<file path="config.mk">
export PLATFORM = sky130hd
export DESIGN_NAME = settings_bus_arbiter
export DESIGN_NICKNAME = d
export VERILOG_FILES = /design/src/rtl/settings_arb_pkg.sv /design/src/rtl/settings_bus_arbiter_rr_arbiter.sv /design/src/rtl/settings_bus_arbiter.sv
export SDC_FILE = /design/constraint.sdc
export NUM_CORES = 1
export LEC_CHECK = 0
export CAP_MARGIN = 0
export CORE_AREA = 8 8 163 165
export CTS_BUF_LIST = sky130_fd_sc_hd__clkbuf_16
export CTS_CLUSTER_SIZE = 30
export DETAILED_ROUTE_END_ITERATION = 16
export DIE_AREA = 0 0 171 173
export PLACE_DENSITY = 0.7
export SETUP_SLACK_MARGIN = 0.3
export SLEW_MARGIN = 0
export SYNTH_ARGS = -nofsm -noshare
export SYNTH_HDL_FRONTEND = slang
export SYNTH_SLANG_ARGS = --single-unit
</file>
<file path="constraint.sdc">
create_clock -name clk -period 9.9 [get_ports clk]
set_clock_uncertainty 0.2 [all_clocks]
set_input_delay 1.98 -clock clk [delete_from_list [all_inputs] [get_ports clk]]
set_output_delay 1.98 -clock clk [all_outputs]
set_load 0.005 [all_outputs]
</file>
<file path="src/rtl/settings_arb_pkg.sv">
// Shared types for the settings bus arbiter: FSM state encoding.
package settings_arb_pkg;

    typedef enum logic [1:0] {
        ST_IDLE  = 2'd0,
        ST_WRITE = 2'd1,
        ST_READ  = 2'd2,
        ST_DONE  = 2'd3
    } arb_state_t;

endpackage

</file>
<file path="src/rtl/settings_bus_arbiter_rr_arbiter.sv">
// Rotating priority encoder: picks the first set request after the last granted index.
// With SETTINGS_ARB_HOST_PRIORITY_EN defined, requester 0 always wins when it requests.
module rr_arbiter #(
    parameter int C_NUM_REQ = 4,
    parameter int C_IDXW    = $clog2(C_NUM_REQ)
) (
    input  logic [C_NUM_REQ-1:0] req_i,
    input  logic [C_IDXW-1:0]    last_i,
    output logic [C_IDXW-1:0]    grant_idx_o,
    output logic                 grant_vld_o
);

    logic [C_IDXW-1:0] idx_s;
    logic              hit_s;
    logic [C_IDXW-1:0] grant_idx_s;
    logic              grant_vld_s;

    // Search from last+1 around the ring; the first hit sticks.
    always_comb begin
        grant_idx_s = {C_IDXW{1'b0}};
        grant_vld_s = 1'b0;
        idx_s       = {C_IDXW{1'b0}};
        hit_s       = 1'b0;
        for (int k = 1; k <= C_NUM_REQ; k++) begin
            idx_s       = C_IDXW'((int'(last_i) + k) % C_NUM_REQ);
            hit_s       = !grant_vld_s && req_i[idx_s];
            grant_idx_s = hit_s ? idx_s : grant_idx_s;
            grant_vld_s = grant_vld_s | hit_s;
        end
`ifdef SETTINGS_ARB_HOST_PRIORITY_EN
        grant_idx_s = req_i[0] ? {C_IDXW{1'b0}} : grant_idx_s;
        grant_vld_s = grant_vld_s | req_i[0];
`endif
    end

    assign grant_idx_o = grant_idx_s;
    assign grant_vld_o = grant_vld_s;

endmodule

</file>
<file path="src/rtl/settings_bus_arbiter.sv">
// Arbitrates several requesters onto one settings write bus and one readback bus.
// Optional build macro: SETTINGS_ARB_HOST_PRIORITY_EN (requester 0 has absolute priority).
module settings_bus_arbiter
    import settings_arb_pkg::*;
#(
    parameter int C_DATAWIDTH = 32,
    parameter int C_ADDRWIDTH = 32,
    parameter int C_NUM_REQ   = 4
) (
    input  logic                             clk,
    input  logic                             rst,
    input  logic [C_NUM_REQ-1:0]             req,
    input  logic [C_NUM_REQ-1:0]             req_we,
    input  logic [C_NUM_REQ*C_ADDRWIDTH-1:0] req_addr,
    input  logic [C_NUM_REQ*C_DATAWIDTH-1:0] req_wdata,
    output logic [C_NUM_REQ-1:0]             ack,
    output logic [C_DATAWIDTH-1:0]           rdata,
    output logic [C_DATAWIDTH-1:0]           set_data,
    output logic                             set_stb,
    output logic [C_ADDRWIDTH-1:0]           set_addr,
    output logic [C_ADDRWIDTH-1:0]           get_addr,
    input  logic [C_DATAWIDTH-1:0]           get_data,
    output logic                             busy
);

    localparam int C_IDXW = $clog2(C_NUM_REQ);

    arb_state_t              state_q;
    logic [C_IDXW-1:0]       last_q;
    logic [C_NUM_REQ-1:0]    ack_q;
    logic [C_NUM_REQ-1:0]    ack_d;
    logic [C_DATAWIDTH-1:0]  rdata_q;
    logic [C_DATAWIDTH-1:0]  set_data_q;
    logic                    set_stb_q;
    logic [C_ADDRWIDTH-1:0]  set_addr_q;
    logic [C_ADDRWIDTH-1:0]  get_addr_q;
    logic                    busy_q;

    logic [C_IDXW-1:0]       grant_idx_s;
    logic                    grant_vld_s;
    logic [C_ADDRWIDTH-1:0]  addr_arr_s  [C_NUM_REQ];
    logic [C_DATAWIDTH-1:0]  wdata_arr_s [C_NUM_REQ];

    for (genvar g = 0; g < C_NUM_REQ; g++) begin : g_unpack
        assign addr_arr_s[g]  = req_addr[g*C_ADDRWIDTH +: C_ADDRWIDTH];
        assign wdata_arr_s[g] = req_wdata[g*C_DATAWIDTH +: C_DATAWIDTH];
    end

    rr_arbiter #(
        .C_NUM_REQ (C_NUM_REQ),
        .C_IDXW    (C_IDXW)
    ) u_rr_arbiter (
        .req_i       (req),
        .last_i      (last_q),
        .grant_idx_o (grant_idx_s),
        .grant_vld_o (grant_vld_s)
    );

    assign ack_d = {{(C_NUM_REQ-1){1'b0}}, 1'b1} << last_q;

    // Transaction FSM; last_q doubles as the index of the transaction in flight.
    always_ff @(posedge clk or posedge rst) begin
        if (rst) begin
            state_q    <= ST_IDLE;
            last_q     <= C_IDXW'(C_NUM_REQ - 1);
            ack_q      <= {C_NUM_REQ{1'b0}};
            rdata_q    <= {C_DATAWIDTH{1'b0}};
            set_data_q <= {C_DATAWIDTH{1'b0}};
            set_stb_q  <= 1'b0;
            set_addr_q <= {C_ADDRWIDTH{1'b0}};
            get_addr_q <= {C_ADDRWIDTH{1'b0}};
            busy_q     <= 1'b0;
        end else begin
            case (state_q)
                ST_IDLE: begin
                    ack_q <= {C_NUM_REQ{1'b0}};
                    if (grant_vld_s) begin
                        last_q <= grant_idx_s;
                        busy_q <= 1'b1;
                        if (req_we[grant_idx_s]) begin
                            state_q    <= ST_WRITE;
                            set_stb_q  <= 1'b1;
                            set_addr_q <= addr_arr_s[grant_idx_s];
                            set_data_q <= wdata_arr_s[grant_idx_s];
                        end else begin
                            state_q    <= ST_READ;
                            get_addr_q <= addr_arr_s[grant_idx_s];
                        end
                    end else begin
                        busy_q <= 1'b0;
                    end
                end
                ST_WRITE: begin
                    set_stb_q <= 1'b0;
                    ack_q     <= ack_d;
                    state_q   <= ST_DONE;
                end
                ST_READ: begin
                    rdata_q <= get_data;
                    ack_q   <= ack_d;
                    state_q <= ST_DONE;
                end
                ST_DONE: begin
                    ack_q   <= {C_NUM_REQ{1'b0}};
                    busy_q  <= 1'b0;
                    state_q <= ST_IDLE;
                end
                default: begin
                    ack_q     <= {C_NUM_REQ{1'b0}};
                    set_stb_q <= 1'b0;
                    busy_q    <= 1'b0;
                    state_q   <= ST_IDLE;
                end
            endcase
        end
    end

    assign ack      = ack_q;
    assign rdata    = rdata_q;
    assign set_data = set_data_q;
    assign set_stb  = set_stb_q;
    assign set_addr = set_addr_q;
    assign get_addr = get_addr_q;
    assign busy     = busy_q;

endmodule

</file>
==> implementation parameters <==
Parameter                              Value

Status
  Status    completed

Detailed routing
  Final WL    29000 um
  Antenna Violating Nets Remaining    0
  Number of violations reported at the end of detailed-routing iteration 0    273
  Remaining routing DRC violations    0
  Post-DR vias/cell    4.79
  Overall via count from detail_route    6655
  Avg WL per Cell    20.9 um
  Detailed-routing iteration count for the pre-antenna-repair pass    4

Clock tree
  TritonCTS clock tree    built
  Reg clk slew, reported paths    0.06 ns
  Buffer depth of the longest clock path    2
  Clock insertion delay at the later pin of the skew report    0.41 ns
  Number of buffers inserted for hold repair after clock tree synthesis    0
  Cell at the root of the clock tree    sky130_fd_sc_hd__clkbuf_16
  Cts repair resizes    0
  Buffers inserted during post-CTS setup optimization    0
  CTS HTree Levels    4
  Number of clock sinks    138
  Number of buffers inserted during clock tree synthesis    17

Synth
  Count of yosys warnings during synthesis    0
  Multiplexer fraction of the synthesized cell area    0.404
  Number of synthesized register bits    138
  Area share of and/or/nand/nor cells after synthesis    0.0239
  Synthesized netlist cell count    645
  Seq/Total Area, Yosys    0.434
  Number of synthesized flops with an enable pin    0
  Main area contributors after synthesis    sky130_fd_sc_hd__dfrtp_1 43%, sky130_fd_sc_hd__mux2i_1 24%, sky130_fd_sc_hd__mux2_2 9.2%
  Largest family of logic cells by synthesized area    multiplexers
  Average cell area after synthesis    12.3 um2
  Xor and xnor area share after synthesis    0.00110
  Post-Syn Area    7970 um2
  Post-synth ARST share    1.00
  Synthesized-area fraction occupied by ao, oa, aoi and oai cells    0.0701
  Number of library cell types mapped by synthesis    42
  Net count of the mapped netlist    951
  Library cell occupying the most area in the post-synthesis netlist    sky130_fd_sc_hd__dfrtp_1
  Synth Flop Type    sky130_fd_sc_hd__dfrtp_1
  Synth top area share    0.427
  Post-synthesis adder-cell area fraction    0.0126

Timing
  Actual slew at the worst max-slew pin    1.11 ns
  Unrepaired setup endpoints after global routing    false
  Accumulated negative setup slack    0 ns
  Final hold slack    0.292 ns
  Hold Vio Cnt, Final    0
  Final Cycle Share    0.606
  Time the worst path needs with I/O delays and setup    6.00 ns
  Peak clock frequency supported by timing    167 MHz
  Setup violators final    0
  Tightest slew margin relative to the limit    0.255
  Count of pins over their slew limit    0

Setup path
  Startpoint type of the worst setup path    input port
  Cell family with the largest share of critical-path delay    buffers and inverters
  R2r startpoint    last_q[0]
  Largest fanout on the critical path    68
  Timing startpoint of the critical path    req[2]
  CP Cell Sequence    clkdlybuf4s50_1, mux4_2, or2_1, and3_1, o31ai_1, a32oi_4, buf_4, nand3_4, buf_4, mux2_2
  Element type at the critical path end    flip-flop
  Combined buffer and inverter count along the critical path    3
  Slowest-stage cell, CP    sky130_fd_sc_hd__buf_4
  Data required time at the worst endpoint    10.00 ns
  Critical path data arrival time    6.10 ns
  CP peak stage delay    0.70 ns
  Most frequent cell on the critical path    sky130_fd_sc_hd__buf_4
  Critical path class    in -> reg

Finish
  Final core utilization    0.545
  Cell area after layout    13100 um2
  Number of fillers in the final layout    2146
  Antenna cell count    0
  Final-stage net count    1359
  Layout Area Growth over Synthesis    64.0%
  Fraction of layout instances using a drive strength above 1    0.138
  Final standard cell count with taps included and fillers excluded    1390

Pwr
  Leakage power    5.99 nW
  Worst voltage drop across the vdd grid    0.301 mV
  Power Density    374 nW/um2

Floorplan
  DIE AREA    29600 um2
  Std cell rows    57
  Initial Util    0.332
  Ports placed on the boundary    432
  Core area    24000 um2
  Die outline height    173 um
  Die extent in x    171 um

Worst hold path
  Hold path startpoint    set_data[29]
  Worst min-delay path category    reg -> reg

Job
  Max-Cap Viols    0

Placed design
  Placed insts    1358
  Number of buffers added on ports    431
  RePlAce Congestion    0.857
  Placed standard-cell area    12500 um2
  Detail Placement HPWL    22800 um

GRT
  Largest net degree at the start of global routing    73
  Wire length of the first global-routing pass    43600 um
  Antenna violations before repair    0
  Total congestion overflow after global routing    0
  All-Layer GR Usage    0.192
  Number of global-route vias before repair    7236
==> cells by family after synthesis <==
group	count (synthesis)
buffers and inverters	90
muxes	294
xor gates and xnor gates	1
adders and majority gates	8
and+or+nand+nor	31
DFF	138
AOI/OAI and AO/OA	83
==> per-stage QoR <==
step / power [W] / worst slack (ns)
after floorplan: 0.00316 / 4.03
after global placement: 0.00429 / 3.50
after detailed placement: 0.00433 / 3.46
after CTS: 0.00497 / 3.89
after global routing: 0.00522 / 3.69
final: 0.00489 / 3.90
==> sequential cells by signal, indices dropped and copies added (netlist names) <==
name / count
state_q: 2
last_q: 2
get_addr: 32
rdata: 32
set_data: 32
set_addr: 32
ack: 4
set_stb: 1
busy: 1
==> metal layers <==
metal,GRT usage,share of wire,vias to the layer above
li1,-,-,3154
met1,0.223,0.40,3193
met2,0.327,0.49,280
met3,0.0663,0.088,28
met4,0.0551,0.018,0
met5,0,0,-
==> layout by cell type, fill, tap and decap left out, types with 2 or more instances in the layout <==
master and instances:
sky130_fd_sc_hd__o21ai_1 4, sky130_fd_sc_hd__nand4_1 2, sky130_fd_sc_hd__o21ai_0 33, sky130_fd_sc_hd__mux4_2 4, sky130_fd_sc_hd__a32oi_1 2, sky130_fd_sc_hd__dfrtp_1 136
sky130_fd_sc_hd__inv_1 40, sky130_fd_sc_hd__clkinv_4 4, sky130_fd_sc_hd__clkdlybuf4s50_1 431, sky130_fd_sc_hd__and2_1 5, sky130_fd_sc_hd__a21boi_0 2, sky130_fd_sc_hd__dfstp_2 2
sky130_fd_sc_hd__clkinv_2 3, sky130_fd_sc_hd__clkbuf_16 17, sky130_fd_sc_hd__mux2_2 65, sky130_fd_sc_hd__mux2i_1 193, sky130_fd_sc_hd__o31ai_1 35, sky130_fd_sc_hd__inv_6 5
sky130_fd_sc_hd__mux2_4 28, sky130_fd_sc_hd__nand3_4 2, sky130_fd_sc_hd__nor3b_1 2, sky130_fd_sc_hd__ha_1 8, sky130_fd_sc_hd__buf_4 7, sky130_fd_sc_hd__clkinvlp_4 2
sky130_fd_sc_hd__mux2_1 4, sky130_fd_sc_hd__nor2b_1 3, sky130_fd_sc_hd__nand2_1 5
==> path summary, 6_finish.rpt <==
| path | depth (start not counted) | endpoint | slack (ns) |
|---|---|---|---|
| hold reg to reg | 1 | set_data[29] | 0.29 |
| max in group asynchronous | 3 | set_data[1] | 6.25 |
| setup / recovery | 10 | set_data[28] | 3.90 |
| setup reg to reg | 11 | set_data[30] | 4.95 |
| min in group asynchronous | 2 | rdata[21] | 1.81 |
| hold / removal | 1 | set_data[29] | 0.29 |
==> synthesized netlist by cell type, types with 2 or more instances <==
library cell,number
sky130_fd_sc_hd__mux2_2,65
sky130_fd_sc_hd__clkbuf_1,16
sky130_fd_sc_hd__inv_1,41
sky130_fd_sc_hd__buf_6,5
sky130_fd_sc_hd__ha_1,8
sky130_fd_sc_hd__dfrtp_1,136
sky130_fd_sc_hd__mux2_4,28
sky130_fd_sc_hd__nor3b_1,2
sky130_fd_sc_hd__nand3_1,3
sky130_fd_sc_hd__nor2b_1,3
sky130_fd_sc_hd__o21ai_1,4
sky130_fd_sc_hd__a32oi_1,2
sky130_fd_sc_hd__mux2i_1,193
sky130_fd_sc_hd__buf_4,11
sky130_fd_sc_hd__dfstp_2,2
sky130_fd_sc_hd__buf_2,13
sky130_fd_sc_hd__buf_1,4
sky130_fd_sc_hd__and2_1,6
sky130_fd_sc_hd__mux4_2,4
sky130_fd_sc_hd__nand2_1,6
sky130_fd_sc_hd__mux2_1,4
sky130_fd_sc_hd__nand4_1,2
sky130_fd_sc_hd__a21boi_0,2
sky130_fd_sc_hd__o21ai_0,33
sky130_fd_sc_hd__o31ai_1,35
==> final cells by class <==
class	instances	area, um2	share of cell area
Timing Repair Buffer	438	4370	0.334
Multi-Input combinational cell	417	4110	0.314
Sequential cell	138	3460	0.265
Tap cell	324	405	0.0310
Clock buffer	17	425	0.0326
Inverter	41	159	0.0122
Clock inverter	15	141	0.0108
==> where the power goes <==
part           switching (W)  internal, W  total (W)
Combinational        0.00153      0.00171    0.00324
Clock               0.000261     0.000350   0.000611
Sequential          0.000170     0.000868    0.00104
Note: power is estimated with default switching activity, not from simulation.
